## config.mk

```make
export PLATFORM = sky130hd
export DESIGN_NAME = sram_mem_ctrl
export DESIGN_NICKNAME = d
export VERILOG_FILES = /design/src/rtl/sram_ctrl_pkg.sv /design/src/rtl/sram_bank_arb.sv /design/src/rtl/sram_mem_ctrl.sv
export SDC_FILE = /design/constraint.sdc
export NUM_CORES = 1
export LEC_CHECK = 0
export ABC_CLOCK_PERIOD_IN_PS = 4200
export CAP_MARGIN = 20
export CELL_PAD_IN_SITES_DETAIL_PLACEMENT = 0
export CELL_PAD_IN_SITES_GLOBAL_PLACEMENT = 1
export CORE_AREA = 8 8 191 193
export CTS_CLUSTER_DIAMETER = 40
export DETAILED_ROUTE_END_ITERATION = 16
export DIE_AREA = 0 0 199 201
export PLACE_DENSITY = 0.76
export REMOVE_ABC_BUFFERS = 1
export SLEW_MARGIN = 10
export SYNTH_ARGS = -nofsm -noshare
export SYNTH_HDL_FRONTEND = slang
export SYNTH_SLANG_ARGS = --single-unit
```

## constraint.sdc

```tcl
create_clock -name clk_i -period 4.2 [get_ports clk_i]
set_clock_uncertainty 0.05 [all_clocks]
set_input_delay 0.63 -clock clk_i [delete_from_list [all_inputs] [get_ports clk_i]]
set_output_delay 0.63 -clock clk_i [all_outputs]
set_load 0.02 [all_outputs]
```

## src/rtl/sram_ctrl_pkg.sv

```systemverilog
// Shared types and address-decode helpers for the SRAM memory controller.
// Decode helpers take the geometry as arguments so parameter overrides stay consistent.
package sram_ctrl_pkg;

    localparam int unsigned DEF_NUM_BANKS  = 2;
    localparam int unsigned DEF_BANK_WORDS = 256;
    localparam int unsigned DEF_WORD_AW    = 8;
    localparam logic [31:0] SRAM_BYTES     = 32'(DEF_NUM_BANKS * DEF_BANK_WORDS * 4);

    typedef enum logic {
        REQ_DATA = 1'b0,
        REQ_HOST = 1'b1
    } req_e;

    function automatic logic addr_in_range(input logic [31:0] addr, input logic [31:0] mem_bytes);
        return addr < mem_bytes;
    endfunction

    // Callers truncate the results to the bank / word address width.
    function automatic logic [31:0] addr_bank(input logic [31:0] addr, input int unsigned word_aw);
        return addr >> (word_aw + 2);
    endfunction

    function automatic logic [31:0] addr_word(input logic [31:0] addr);
        return addr >> 2;
    endfunction

endpackage

```

## src/rtl/sram_bank_arb.sv

```systemverilog
// Per-bank port-0 arbiter: 2-way round-robin between core data and host,
// and the mux of address / write data / mask / write enable onto the macro.
module sram_bank_arb
    import sram_ctrl_pkg::*;
#(
    parameter int unsigned WORD_AW = 8
) (
    input  logic               clk_i,
    input  logic               rst_ni,
    input  logic               data_sel,
    input  logic               data_we,
    input  logic [3:0]         data_be,
    input  logic [WORD_AW-1:0] data_word,
    input  logic [31:0]        data_wdata,
    input  logic               host_sel,
    input  logic               host_we,
    input  logic [WORD_AW-1:0] host_word,
    input  logic [31:0]        host_wdata,
    output logic               data_gnt,
    output logic               host_gnt,
    output logic               csb0,
    output logic               web0,
    output logic [3:0]         wmask0,
    output logic [WORD_AW-1:0] addr0,
    output logic [31:0]        din0
);

    req_e rr_q;
    logic contested;

    assign contested = data_sel && host_sel;

    always_comb begin
        // NOTE: every output gets a default first so no path through the block infers a latch.
        data_gnt = data_sel && (!contested || rr_q == REQ_DATA);
        host_gnt = host_sel && (!contested || rr_q == REQ_HOST);
        csb0     = 1'b1;
        web0     = 1'b1;
        wmask0   = 4'b0000;
        addr0    = '0;
        din0     = '0;
        if (data_gnt) begin
            csb0  = 1'b0;
            web0  = !data_we;
            addr0 = data_word;
            if (data_we) begin
                wmask0 = data_be;
                din0   = data_wdata;
            end
        end else if (host_gnt) begin
            csb0  = 1'b0;
            web0  = !host_we;
            addr0 = host_word;
            if (host_we) begin
                wmask0 = 4'b1111;
                din0   = host_wdata;
            end
        end
    end

    // Priority only moves when both requesters actually collided on this bank.
    always_ff @(posedge clk_i or negedge rst_ni) begin
        if (!rst_ni) begin
            rr_q <= REQ_DATA;
        end else if (contested) begin
            // NOTE: sequential state uses non-blocking assignments so all flops update together.
            rr_q <= (rr_q == REQ_DATA) ? REQ_HOST : REQ_DATA;
        end
    end

endmodule

```

## src/rtl/sram_mem_ctrl.sv

```systemverilog
// Memory controller between the core's instr/data ports, a host loader port and
// a set of 1rw1r SRAM banks; decode, per-bank arbitration and registered responses.
module sram_mem_ctrl
    import sram_ctrl_pkg::*;
#(
    parameter int unsigned NUM_BANKS  = 2,
    parameter int unsigned BANK_WORDS = 256,
    parameter int unsigned WORD_AW    = 8
) (
    input  logic                          clk_i,
    input  logic                          rst_ni,
    input  logic                          data_req_i,
    output logic                          data_gnt_o,
    output logic                          data_rvalid_o,
    input  logic                          data_we_i,
    input  logic [3:0]                    data_be_i,
    input  logic [31:0]                   data_addr_i,
    input  logic [31:0]                   data_wdata_i,
    output logic [31:0]                   data_rdata_o,
    output logic                          data_err_o,
    input  logic                          instr_req_i,
    output logic                          instr_gnt_o,
    output logic                          instr_rvalid_o,
    input  logic [31:0]                   instr_addr_i,
    output logic [31:0]                   instr_rdata_o,
    output logic                          instr_err_o,
    input  logic                          host_req_i,
    input  logic                          host_we_i,
    input  logic [31:0]                   host_addr_i,
    input  logic [31:0]                   host_wdata_i,
    output logic                          host_gnt_o,
    output logic                          host_rvalid_o,
    output logic [31:0]                   host_rdata_o,
    output logic                          host_err_o,
    output logic [NUM_BANKS-1:0]          sram_csb0_o,
    output logic [NUM_BANKS-1:0]          sram_web0_o,
    output logic [4*NUM_BANKS-1:0]        sram_wmask0_o,
    output logic [WORD_AW*NUM_BANKS-1:0]  sram_addr0_o,
    output logic [32*NUM_BANKS-1:0]       sram_din0_o,
    input  logic [32*NUM_BANKS-1:0]       sram_dout0_i,
    output logic [NUM_BANKS-1:0]          sram_csb1_o,
    output logic [WORD_AW*NUM_BANKS-1:0]  sram_addr1_o,
    input  logic [32*NUM_BANKS-1:0]       sram_dout1_i
);

    localparam int unsigned BANK_AW   = (NUM_BANKS > 1) ? $clog2(NUM_BANKS) : 1;
    localparam logic [31:0] MEM_BYTES = 32'(NUM_BANKS * BANK_WORDS * 4);

    // rd marks a response that returns macro data; writes and errors return zero.
    typedef struct packed {
        logic               valid;
        logic               err;
        logic               rd;
        logic [BANK_AW-1:0] bank;
    } rsp_t;

    logic               data_hit, host_hit, instr_hit;
    logic [BANK_AW-1:0] data_bank, host_bank, instr_bank;
    logic [WORD_AW-1:0] data_word, host_word, instr_word;
    logic [NUM_BANKS-1:0] data_sel, host_sel, data_gnt_b, host_gnt_b;
    rsp_t data_q, host_q, instr_q;

    assign data_hit   = addr_in_range(data_addr_i, MEM_BYTES);
    assign host_hit   = addr_in_range(host_addr_i, MEM_BYTES);
    assign instr_hit  = addr_in_range(instr_addr_i, MEM_BYTES);
    assign data_bank  = BANK_AW'(addr_bank(data_addr_i, WORD_AW));
    assign host_bank  = BANK_AW'(addr_bank(host_addr_i, WORD_AW));
    assign instr_bank = BANK_AW'(addr_bank(instr_addr_i, WORD_AW));
    assign data_word  = WORD_AW'(addr_word(data_addr_i));
    assign host_word  = WORD_AW'(addr_word(host_addr_i));
    assign instr_word = WORD_AW'(addr_word(instr_addr_i));

    for (genvar b = 0; b < NUM_BANKS; b++) begin : g_bank
        assign data_sel[b] = data_req_i && data_hit && (data_bank == BANK_AW'(b));
        assign host_sel[b] = host_req_i && host_hit && (host_bank == BANK_AW'(b));

        sram_bank_arb #(.WORD_AW(WORD_AW)) u_arb (
            .clk_i      (clk_i),
            .rst_ni     (rst_ni),
            .data_sel   (data_sel[b]),
            .data_we    (data_we_i),
            .data_be    (data_be_i),
            .data_word  (data_word),
            .data_wdata (data_wdata_i),
            .host_sel   (host_sel[b]),
            .host_we    (host_we_i),
            .host_word  (host_word),
            .host_wdata (host_wdata_i),
            .data_gnt   (data_gnt_b[b]),
            .host_gnt   (host_gnt_b[b]),
            .csb0       (sram_csb0_o[b]),
            .web0       (sram_web0_o[b]),
            .wmask0     (sram_wmask0_o[4*b +: 4]),
            .addr0      (sram_addr0_o[WORD_AW*b +: WORD_AW]),
            .din0       (sram_din0_o[32*b +: 32])
        );

        // Port 1 is fetch-only, so it never needs arbitration.
        assign sram_csb1_o[b] = !(instr_req_i && instr_hit && (instr_bank == BANK_AW'(b)));
        assign sram_addr1_o[WORD_AW*b +: WORD_AW] = sram_csb1_o[b] ? '0 : instr_word;
    end

    // Out-of-range requests are granted at once and answered with an error.
    assign data_gnt_o  = data_req_i && (!data_hit || (|data_gnt_b));
    assign host_gnt_o  = host_req_i && (!host_hit || (|host_gnt_b));
    assign instr_gnt_o = instr_req_i;

    // NOTE: only the small response state is reset; the SRAM contents themselves are never cleared.
    always_ff @(posedge clk_i or negedge rst_ni) begin
        if (!rst_ni) begin
            data_q  <= '0;
            host_q  <= '0;
            instr_q <= '0;
        end else begin
            data_q.valid  <= data_gnt_o;
            data_q.err    <= data_gnt_o && !data_hit;
            data_q.rd     <= data_gnt_o && data_hit && !data_we_i;
            host_q.valid  <= host_gnt_o;
            host_q.err    <= host_gnt_o && !host_hit;
            host_q.rd     <= host_gnt_o && host_hit && !host_we_i;
            instr_q.valid <= instr_gnt_o;
            instr_q.err   <= instr_gnt_o && !instr_hit;
            instr_q.rd    <= instr_gnt_o && instr_hit;
            if (data_gnt_o)  data_q.bank  <= data_bank;
            if (host_gnt_o)  host_q.bank  <= host_bank;
            if (instr_gnt_o) instr_q.bank <= instr_bank;
        end
    end

    assign data_rvalid_o  = data_q.valid;
    assign data_err_o     = data_q.err;
    assign data_rdata_o   = data_q.rd ? sram_dout0_i[{data_q.bank, 5'd0} +: 32] : 32'h0;
    assign host_rvalid_o  = host_q.valid;
    assign host_err_o     = host_q.err;
    assign host_rdata_o   = host_q.rd ? sram_dout0_i[{host_q.bank, 5'd0} +: 32] : 32'h0;
    assign instr_rvalid_o = instr_q.valid;
    assign instr_err_o    = instr_q.err;
    assign instr_rdata_o  = instr_q.rd ? sram_dout1_i[{instr_q.bank, 5'd0} +: 32] : 32'h0;

endmodule

```

* Word level (Yosys, flattened, before mapping) *
Index checks and enable logic that the tools add are counted.

storage, ports and cells
  output and inout bits = 215
  bits in registers = 14
  word-level logic and storage cells = 97

operators by class
  reductions and logical operators = 41
  shifts and indexed selects = 3
  bitwise logic cells = 5
  magnitude comparators = 3
  multiplexer cells = 31

operators by type and width
  kind                                                                    number
  32-bit two-way mux                                                      9
  64-bit by 7-bit variable part select with 32-bit output                 3
  32-bit by 12-bit < comparator with 1-bit output, second input constant  3
  8-bit two-way mux                                                       6
  1-bit logical AND                                                       24
  4-bit two-way mux                                                       6
  1-bit two-way mux                                                       10
  1-bit zero test                                                         9
  1-bit logical OR                                                        6
  1-bit NOT                                                               5
  2-bit OR reduction                                                      2

* Longest topological paths before layout *
Gate-level depths: netlist (run 1).

  depth in word-level cells = 12
  gate-level depth with buffers = 8
  mapped depth without buffers = 5

* Modules after synthesis *
Synthesis (run 1) repeated with hierarchy kept, for this count alone.

second synthesis, totals
  cells, all modules = 456
  area total of the unflattened synthesis = 3666.0 µm²

by module, submodules not included
  module         sequential area each (µm²)  cells an instance  instances  area each (µm²)
  sram_mem_ctrl  300.3                       296                1          2437.3
  sram_bank_arb  25.0                        80                 2          614.3

* Worst setup path after synthesis (run 1) *
No wires, ideal clock.

  kind = input to output
  start = in host_addr_i[18]
  end = out sram_web0_o[0]
  buffers on the path = 2
  slack = 1.185 ns
  arrival = 2.335 ns
  cell stages on the path = 7
  cells stage by stage = or4_4 nor3_4 nand4b_4 a211oi_4 buf_6 a21oi_1 buf_4

on the way
  word-level cells in the longest chain between the ends = 9

RTL lines
  element                                            line                                      text
  from (decl)                                        sram_mem_ctrl.sv:29                       input logic [31:0] host_addr_i,
  32-bit by 12-bit < comparator with 1-bit output *  sram_ctrl_pkg.sv:16                       return addr < mem_bytes;
  1-bit logical AND * (2 in a row)                   sram_mem_ctrl.sv:75                       assign host_sel[b] = host_req_i && host_hit && (host_bank == BANK_AW'(b));
  1-bit logical AND                                  sram_bank_arb.sv:31                       assign contested = data_sel && host_sel;
  1-bit zero test                                    sram_bank_arb.sv:35, sram_bank_arb.sv:36
  1-bit logical OR                                   sram_bank_arb.sv:36                       host_gnt = host_sel && (!contested || rr_q == REQ_HOST);
  1-bit logical AND                                  sram_bank_arb.sv:36
  1-bit two-way mux                                  sram_bank_arb.sv:50                       end else if (host_gnt) begin
  1-bit two-way mux *                                sram_bank_arb.sv:42                       if (data_gnt) begin
  to (decl)                                          sram_mem_ctrl.sv:36                       output logic [NUM_BANKS-1:0] sram_web0_o,

Mark *: on every way between the ends. The rest lies on a longest branch, timed or not.

* Worst setup path after layout (run 1) *
  start = in host_addr_i[18]
  end = out sram_din0_o[35]

on the way
  word-level cells in the longest chain between the ends = 9

RTL lines
  element                                            line                                      text
  32-bit by 12-bit < comparator with 1-bit output *  sram_ctrl_pkg.sv:16
  1-bit logical AND * (2 in a row)                   sram_mem_ctrl.sv:75
  1-bit logical AND                                  sram_bank_arb.sv:31
  1-bit zero test                                    sram_bank_arb.sv:35, sram_bank_arb.sv:36
  1-bit logical OR                                   sram_bank_arb.sv:36
  1-bit logical AND                                  sram_bank_arb.sv:36
  32-bit two-way mux                                 sram_bank_arb.sv:50
  32-bit two-way mux *                               sram_bank_arb.sv:42
  to (decl)                                          sram_mem_ctrl.sv:39                       output logic [32*NUM_BANKS-1:0] sram_din0_o,

Marks and branches as above.

==> flow_summary_export.csv, run 1 <==
group,metric,value,unit
run_status,status,"completed",
synthesis,synthCells,436,
setup_path,timing.rr.start,"g_bank[0].u_arb.rr_q",
global_route,grt_overflow,0,
route,vias,5569,
route,antenna_left,0,
clock_network,htreeDepth,1,
route,drt-initial-drc-count,151,
timing,setup_viol,0,
floorplanning,coreArea,33300,µm²
clock_network,ctsResizeCount,0,
floorplanning,die_x,199,µm
route,wl_met1,9650,µm
power,p_leak,3.61,nW
floorplanning,initial_core_util,11.1,%
cells_and_area,postLayoutCellArea,9350,µm²
timing,max_slew_margin,35.0,%
timing,tns,0,ns
power,total_power,0.000857,W
synthesis,yosysTopAreaCellShare,25.9,%
floorplanning,rows,67,
route,drtPass1Iterations,4,
timing,finalHoldViolCount,0,
route,wirelength,26700,µm
setup_path,critPathMaxFanout,37,
placed_design,io_buffers,507,
cells_and_area,final_layout_size_suffix_gt1_share,8.90,%
synthesis,synth_warnings,0,
route,top_layer_used,"met4",
route,avgRoutedWirePerCell,19.7,µm
setup_path,crit_buf_inv,3,
setup_path,crit_end,"sram_din0_o[35]",
timing,period_share,96.3,%
setup_path,startpoint,"host_addr_i[18]",
floorplanning,die_area,40000,µm²
synthesis,avgSynthCellArea,8.51,µm²
route,avgViaCountPerCell,4.10,
cells_and_area,antenna-diode-count,0,
global_route,grt_pass1_wl,38700,µm
clock_network,cts.sinks,14,
route,wl_met2,13600,µm
synthesis,ys_top_cells_by_area,"mux2i_1 26%, nor2b_1 17%, a32o_1 11%",
placed_design,place_area,9260,µm²
floorplanning,io_pins,514,
setup_path,cpMostUsedCell,"clkdlybuf4s50_1",
global_route,grt_max_degree,47,
clock_network,cts_hold_buffers,0,
setup_path,reg2reg_slack,2.19,ns
setup_path,worstSetupEndpointType,"output port",
setup_path,max_stage_delay,0.62,ns
setup_path,critical_path_class,"in -> out",
setup_path,critical-path-slowest-cell,"clkdlybuf4s50_1",
synthesis,synth_cell_types,40,
global_route,antenna_found_initial,0,
timing,fmax,0.247,GHz
setup_path,required,3.52,ns
global_route,grt_use_total,12.3,%
power,peakVddDrop,98.0,µV
clock_network,clk_latency,0.25,ns
route,wl_met3,2970,µm
synthesis,ys.flop_type,"dfrtp_1",
timing,fin_ws,0.156,ns
setup_path,r2r_cells,6,
worst_hold_path,hp-class,"reg -> reg",
clock_network,cts_max_path_buffers,2,
setup_path,cp-start-kind,"primary input",
synthesis,synth_top_area_cell,"mux2i_1",
synthesis,yosysMostFrequentCell,"nor2b_1",
timing,rsz0062_at_grt,"false",
synthesis,ys_ff_latch,14,
placed_design,gp_congestion,0.792,
clock_network,cts_buffers,3,
placed_design,dpl.hpwl,22900,µm
synthesis,yosysSeqAreaShare,9.45,%
synthesis,netlist_top_cells_count,"99 x nor2b_1, 96 x mux2i_1, 39 x a32o_1, 32 x clkbuf_1, 25 x a32o_2",
cells_and_area,area_growth_syn_to_layout,152,%
clock_network,clk_pin_slew_worst_paths,0.05,ns
power,p_per_area,91.7,nW/µm²
setup_path,r2r_end,"data_q[0]",
setup_path,worstPathArrival,3.36,ns
timing,worstMarginPinSlew,0.974,ns
synthesis,synth_area,3710,µm²
placed_design,pre_cts_ws,0.151,ns
global_route,grt_pass1_vias,6221,
job,drv_cap,0,
clock_network,root_buffer,"clkbuf_16",
timing,final_max_slew_viol_count,0,
setup_path,crit_family,"buffers and inverters",
setup_path,path_cells,"clkdlybuf4s50_1 > or4_4 > nor3_4 > and4_1 > o211a_1 > buf_12 > a32o_1 > clkdlybuf4s50_1",
cells_and_area,fin_util,28.1,%
timing,min_period,4.04,ns
clock_network,tritoncts,"built",
setup_path,crit_cells,8,
clock_network,cts_setup_buffers,0,
synthesis,synthArstFlopShare,100,%
floorplanning,die_h,201,µm
cells_and_area,final_nets,1210,
synthesis,synth_edf_count,0,
route,drc,0,
[routing by layer]
layer / vias up / GRT usage (%)
met1: 2594 / 12.7
met5: - / 0
met3: 22 / 4.26
li1: 2630 / -
met4: 0 / 3.18
met2: 323 / 23.3
[flip-flops by register name, indices dropped and copies added (netlist names)]
register and cells:
data_q 2, g_bank.u_arb.rr_q 2, host_q 2, instr_q 2
data_err_o 1, data_rvalid_o 1, host_err_o 1, host_rvalid_o 1
instr_err_o 1, instr_rvalid_o 1
[kinds of logic (layout without fill, tap and decap cells)]
| logic type | Yosys count | after routing | synth area share (%) |
|---|---|---|---|
| AO/OA/AOI/OAI | 100 | 100 | 26.7 |
| multiplexers | 99 | 99 | 26.8 |
| flip-flops | 14 | 14 | 9.45 |
| AND/OR/NAND/NOR | 159 | 159 | 28.0 |
| XOR/XNOR | 2 | 2 | 0.472 |
| buffers and inverters | 62 | 536 | 8.54 |
[report_power, final]
group | switching, W | internal, W
registers | 0.0000402 | 0.000141
clock network | 0.0000658 | 0.000145
logic | 0.000138 | 0.000327
[cell type report]
type / instances / area, µm²
multi-input combinational: 360 / 3080
clock buffer: 4 / 88.8
inverter: 8 / 30.0
timing repair buffer: 524 / 5240
fill: 3559 / 23900
sequential: 14 / 354
tap: 448 / 561
[layout by cell type, fill, tap and decap left out, types with 2 or more instances in the layout]
master | synthesis | layout
nor4_1 | 8 | 8
dfrtp_1 | 14 | 11
dfrtp_2 | 0 | 3
a31oi_1 | 2 | 2
nor2_1 | 7 | 7
nor3_1 | 6 | 6
a311oi_4 | 0 | 2
a31o_1 | 4 | 4
xnor2_1 | 2 | 2
nor4_2 | 3 | 3
a32o_2 | 25 | 25
nor3b_1 | 2 | 2
a21oi_1 | 3 | 3
nand4_1 | 2 | 2
inv_1 | 8 | 8
mux2_1 | 2 | 2
a31o_2 | 4 | 4
nand2_1 | 3 | 3
a22o_1 | 16 | 16
a32o_1 | 39 | 39
buf_12 | 0 | 6
and3_1 | 9 | 9
nor2b_1 | 99 | 99
mux2i_1 | 96 | 96
buf_4 | 5 | 25
and4_1 | 4 | 4
clkbuf_16 | 0 | 3
clkdlybuf4s50_1 | 0 | 492
and2_1 | 10 | 10
[per-stage QoR]
step / hold WS (ns) / std cells
2_1_floorplan: 0.284 / 382
3_3_place_gp: 0.435 / 1354
3_5_place_dp: 0.449 / 1354
4_1_cts: 0.455 / 1358
5_1_grt: 0.461 / 1358
6_report: 0.453 / 1358
[how the worst min path moves through the flow]
stage | from | to | slack (ns) | cells past startpoint
after floorplan | rst_ni | data_err_o | 0.28 | 0
after global placement | g_bank[1].u_arb.rr_q | g_bank[1].u_arb.rr_q | 0.44 | 1
after detailed placement | g_bank[1].u_arb.rr_q | g_bank[1].u_arb.rr_q | 0.45 | 1
after CTS | g_bank[1].u_arb.rr_q | g_bank[1].u_arb.rr_q | 0.46 | 1
after global routing | g_bank[1].u_arb.rr_q | g_bank[1].u_arb.rr_q | 0.46 | 1
final | g_bank[1].u_arb.rr_q | g_bank[1].u_arb.rr_q | 0.45 | 1
[worst register-to-register path, cell delays in order (launching register included)]
cell      delay [ns]
dfrtp_1         0.34
inv_1           0.11
nor3b_1         0.34
a311oi_4        0.16
buf_12          0.21
o41ai_2         0.32
mux2_1          0.37
No activity file was read; power rests on OpenSTA's default activity.
==> inputs of run 2 (changes only) <==
--- a/config.mk
+++ b/config.mk
@@ -15,7 +15,7 @@
 export DIE_AREA = 0 0 199 201
 export PLACE_DENSITY = 0.76
 export REMOVE_ABC_BUFFERS = 1
-export SLEW_MARGIN = 10
+export SLEW_MARGIN = 0
 export SYNTH_ARGS = -nofsm -noshare
 export SYNTH_HDL_FRONTEND = slang
 export SYNTH_SLANG_ARGS = --single-unit
==> results of run 2 <==
No change in the layout: final DEF, timing and power equal those of run 1.
==> inputs of run 3 (changes only) <==
--- a/config.mk
+++ b/config.mk
@@ -11,9 +11,10 @@
 export CELL_PAD_IN_SITES_GLOBAL_PLACEMENT = 1
 export CORE_AREA = 8 8 191 193
 export CTS_CLUSTER_DIAMETER = 40
+export CTS_CLUSTER_SIZE = 30
 export DETAILED_ROUTE_END_ITERATION = 16
 export DIE_AREA = 0 0 199 201
-export PLACE_DENSITY = 0.76
+export PLACE_DENSITY_LB_ADDON = 0.1
 export REMOVE_ABC_BUFFERS = 1
 export SLEW_MARGIN = 0
 export SYNTH_ARGS = -nofsm -noshare
==> constraint.sdc (replaced) <==
create_clock -name clk_i -period 4.2 [get_ports clk_i]
set_clock_uncertainty 0.05 [all_clocks]
set_input_delay 0.84 -clock clk_i [delete_from_list [all_inputs] [get_ports clk_i]]
set_output_delay 0.84 -clock clk_i [all_outputs]
set_load 0.02 [all_outputs]
==> run 3 against run 2 <==
Compared with the run above: total power shrank 0.39%; setup slack worse by 0.077 ns; non-clock buffer count rose by 38; sequential power shrank 8%; routed wire length up 9.7%; critical path depth increased by 1; die area is the same; worst hold slack improved by 0.0098 ns; utilization rose by 0.57 points; sequential cell count did not move; fmax is 1.9% lower; critical endpoint is now sram_din0_o[47]; global-route usage grew 1.2 points.
==> flow_summary_export.csv, run 3 (synthesis gave the netlist of run 1 again) <==
group,metric,value,unit
clock_network,htreeDepth,1,
floorplanning,die_area,40000,µm²
power,total_power,0.000853,W
power,p_leak,4.06,nW
timing,hold_ws,0.463,ns
clock_network,clk_pin_slew_worst_paths,0.05,ns
clock_network,cts.sinks,14,
route,antenna_left,0,
setup_path,max_stage_delay,0.55,ns
power,p_per_area,89.5,nW/µm²
global_route,grt_use_total,13.5,%
global_route,grt_pass1_vias,6187,
clock_network,root_buffer,"clkbuf_16",
global_route,grt_max_degree,38,
route,drtPass1Iterations,4,
placed_design,place_area,9620,µm²
placed_design,io_buffers,507,
power,peakVddDrop,110,µV
timing,tns,0,ns
setup_path,worstPathArrival,3.23,ns
route,avgViaCountPerCell,4.05,
floorplanning,io_pins,514,
clock_network,cts_buffers,3,
cells_and_area,final_nets,1248,
timing,final_max_slew_viol_count,0,
timing,worstMarginPinSlew,0.878,ns
setup_path,cpMostUsedCell,"buf_12",
cells_and_area,layout_common_cells,"414 x clkdlybuf4s50_1, 99 x nor2b_1, 96 x mux2i_1",
route,vias,5648,
floorplanning,die_h,201,µm
floorplanning,rows,67,
cells_and_area,area_growth_syn_to_layout,157,%
cells_and_area,ff_latch_area,354,µm²
setup_path,critPathMaxFanout,15,
setup_path,path_cells,"clkdlybuf4s50_1 > or4_4 > nor3_4 > buf_4 > a311oi_4 > buf_12 > buf_12 > a32o_1 > dlygate4sd2_1",
floorplanning,coreArea,33300,µm²
placed_design,dpl.hpwl,25300,µm
route,drc,0,
cells_and_area,final_common_cell,"clkdlybuf4s50_1",
clock_network,cts_setup_buffers,0,
timing,min_period,4.12,ns
run_status,status,"completed",
cells_and_area,fill_cells,3597,
timing,fmax,0.243,GHz
cells_and_area,multi_input_area,3090,µm²
floorplanning,initial_core_util,11.1,%
timing,max_slew_margin,41.5,%
clock_network,cts_hold_buffers,0,
cells_and_area,postLayoutCellArea,9540,µm²
global_route,grt_pass1_wl,41600,µm
clock_network,ctsResizeCount,84,
floorplanning,die_x,199,µm
cells_and_area,final_layout_size_suffix_gt1_share,15.0,%
clock_network,tritoncts,"built",
route,avgRoutedWirePerCell,21.0,µm
clock_network,clk_latency,0.24,ns
setup_path,critical_path_class,"in -> out",
timing,rsz0062_at_grt,"true",
job,drv_cap,0,
cells_and_area,fin_util,28.7,%
setup_path,critical-path-slowest-cell,"or4_4",
global_route,antenna_found_initial,1,
setup_path,worstSetupEndpointType,"output port",
cells_and_area,antenna-diode-count,0,
timing,setup_viol,0,
route,wirelength,29300,µm
placed_design,gp_congestion,0.744,
global_route,grt_overflow,0,
timing,period_share,98.1,%
worst_hold_path,hp-class,"reg -> reg",
timing,finalHoldViolCount,0,
route,drt-initial-drc-count,167,
setup_path,required,3.31,ns
setup_path,cp-start-kind,"primary input",
clock_network,cts_max_path_buffers,2,
==> run 3: changes by cell type in the layout (fill, tap and decap cells not counted), sizes merged <==
cell,previous run,this run
clkdlybuf4s15,0,13
clkdlybuf4s50,492,414
dlymetal6s2s,0,1
buf,32,64
dlygate4sd2,0,42
clkbuf,4,32
==> run 3: layout make-up <==
class / instances / share of cell area (%)
well taps: 448 / 5.88
repair buffers: 562 / 56.7
flip-flops and latches: 14 / 3.71
inverters: 8 / 0.315
multi-input cells: 360 / 32.4
clock buffers: 4 / 0.931
==> run 3: final timing paths <==
path | startpoint | to | slack [ns] | cells after the start
min | g_bank[1].u_arb.rr_q | g_bank[1].u_arb.rr_q | 0.46 | 1
max in group asynchronous | rst_ni | instr_q[0] | 2.67 | 1
min reg2reg | g_bank[1].u_arb.rr_q | g_bank[1].u_arb.rr_q | 0.46 | 1
min in group asynchronous | rst_ni | data_err_o | 0.96 | 1
max | host_addr_i[18] | sram_din0_o[47] | 0.08 | 9
max reg2reg | g_bank[0].u_arb.rr_q | data_q[0] | 2.14 | 8
==> run 3: worst max-delay path, delay by kind of cell <==
family | cells | cell delay [ns]
and+or+nand+nor | 2 | 0.77
buffers and inverters | 5 | 1.24
AOI/OAI and AO/OA | 2 | 0.36
==> run 3: routing by layer <==
metal,routed length (µm),track usage [%],vias up
li1,-,-,2704
met1,10500,13.9,2636
met2,14900,25.5,300
met3,3700,5.98,6
met4,133,1.46,2
met5,13,0,-
==> run 3: metrics by stage <==
| stage | setup slack (ns) | instances |
|---|---|---|
| 4_1_cts | 0.0209 | 1396 |
| 3_5_place_dp | -0.252 | 1392 |
| 6_report | 0.0785 | 1396 |
| 5_1_grt | -0.0335 | 1396 |
| 2_1_floorplan | -1.59 | 382 |
| 3_3_place_gp | -0.251 | 1392 |
==> run 3: report_power, final <==
| part | internal [W] | switching (W) | leakage, nW |
|---|---|---|---|
| Clock | 0.000145 | 0.0000589 | 0.0442 |
| Sequential | 0.000141 | 0.0000244 | 0.167 |
| Combinational | 0.000332 | 0.000153 | 3.85 |
| Total | 0.000618 | 0.000236 | 4.06 |
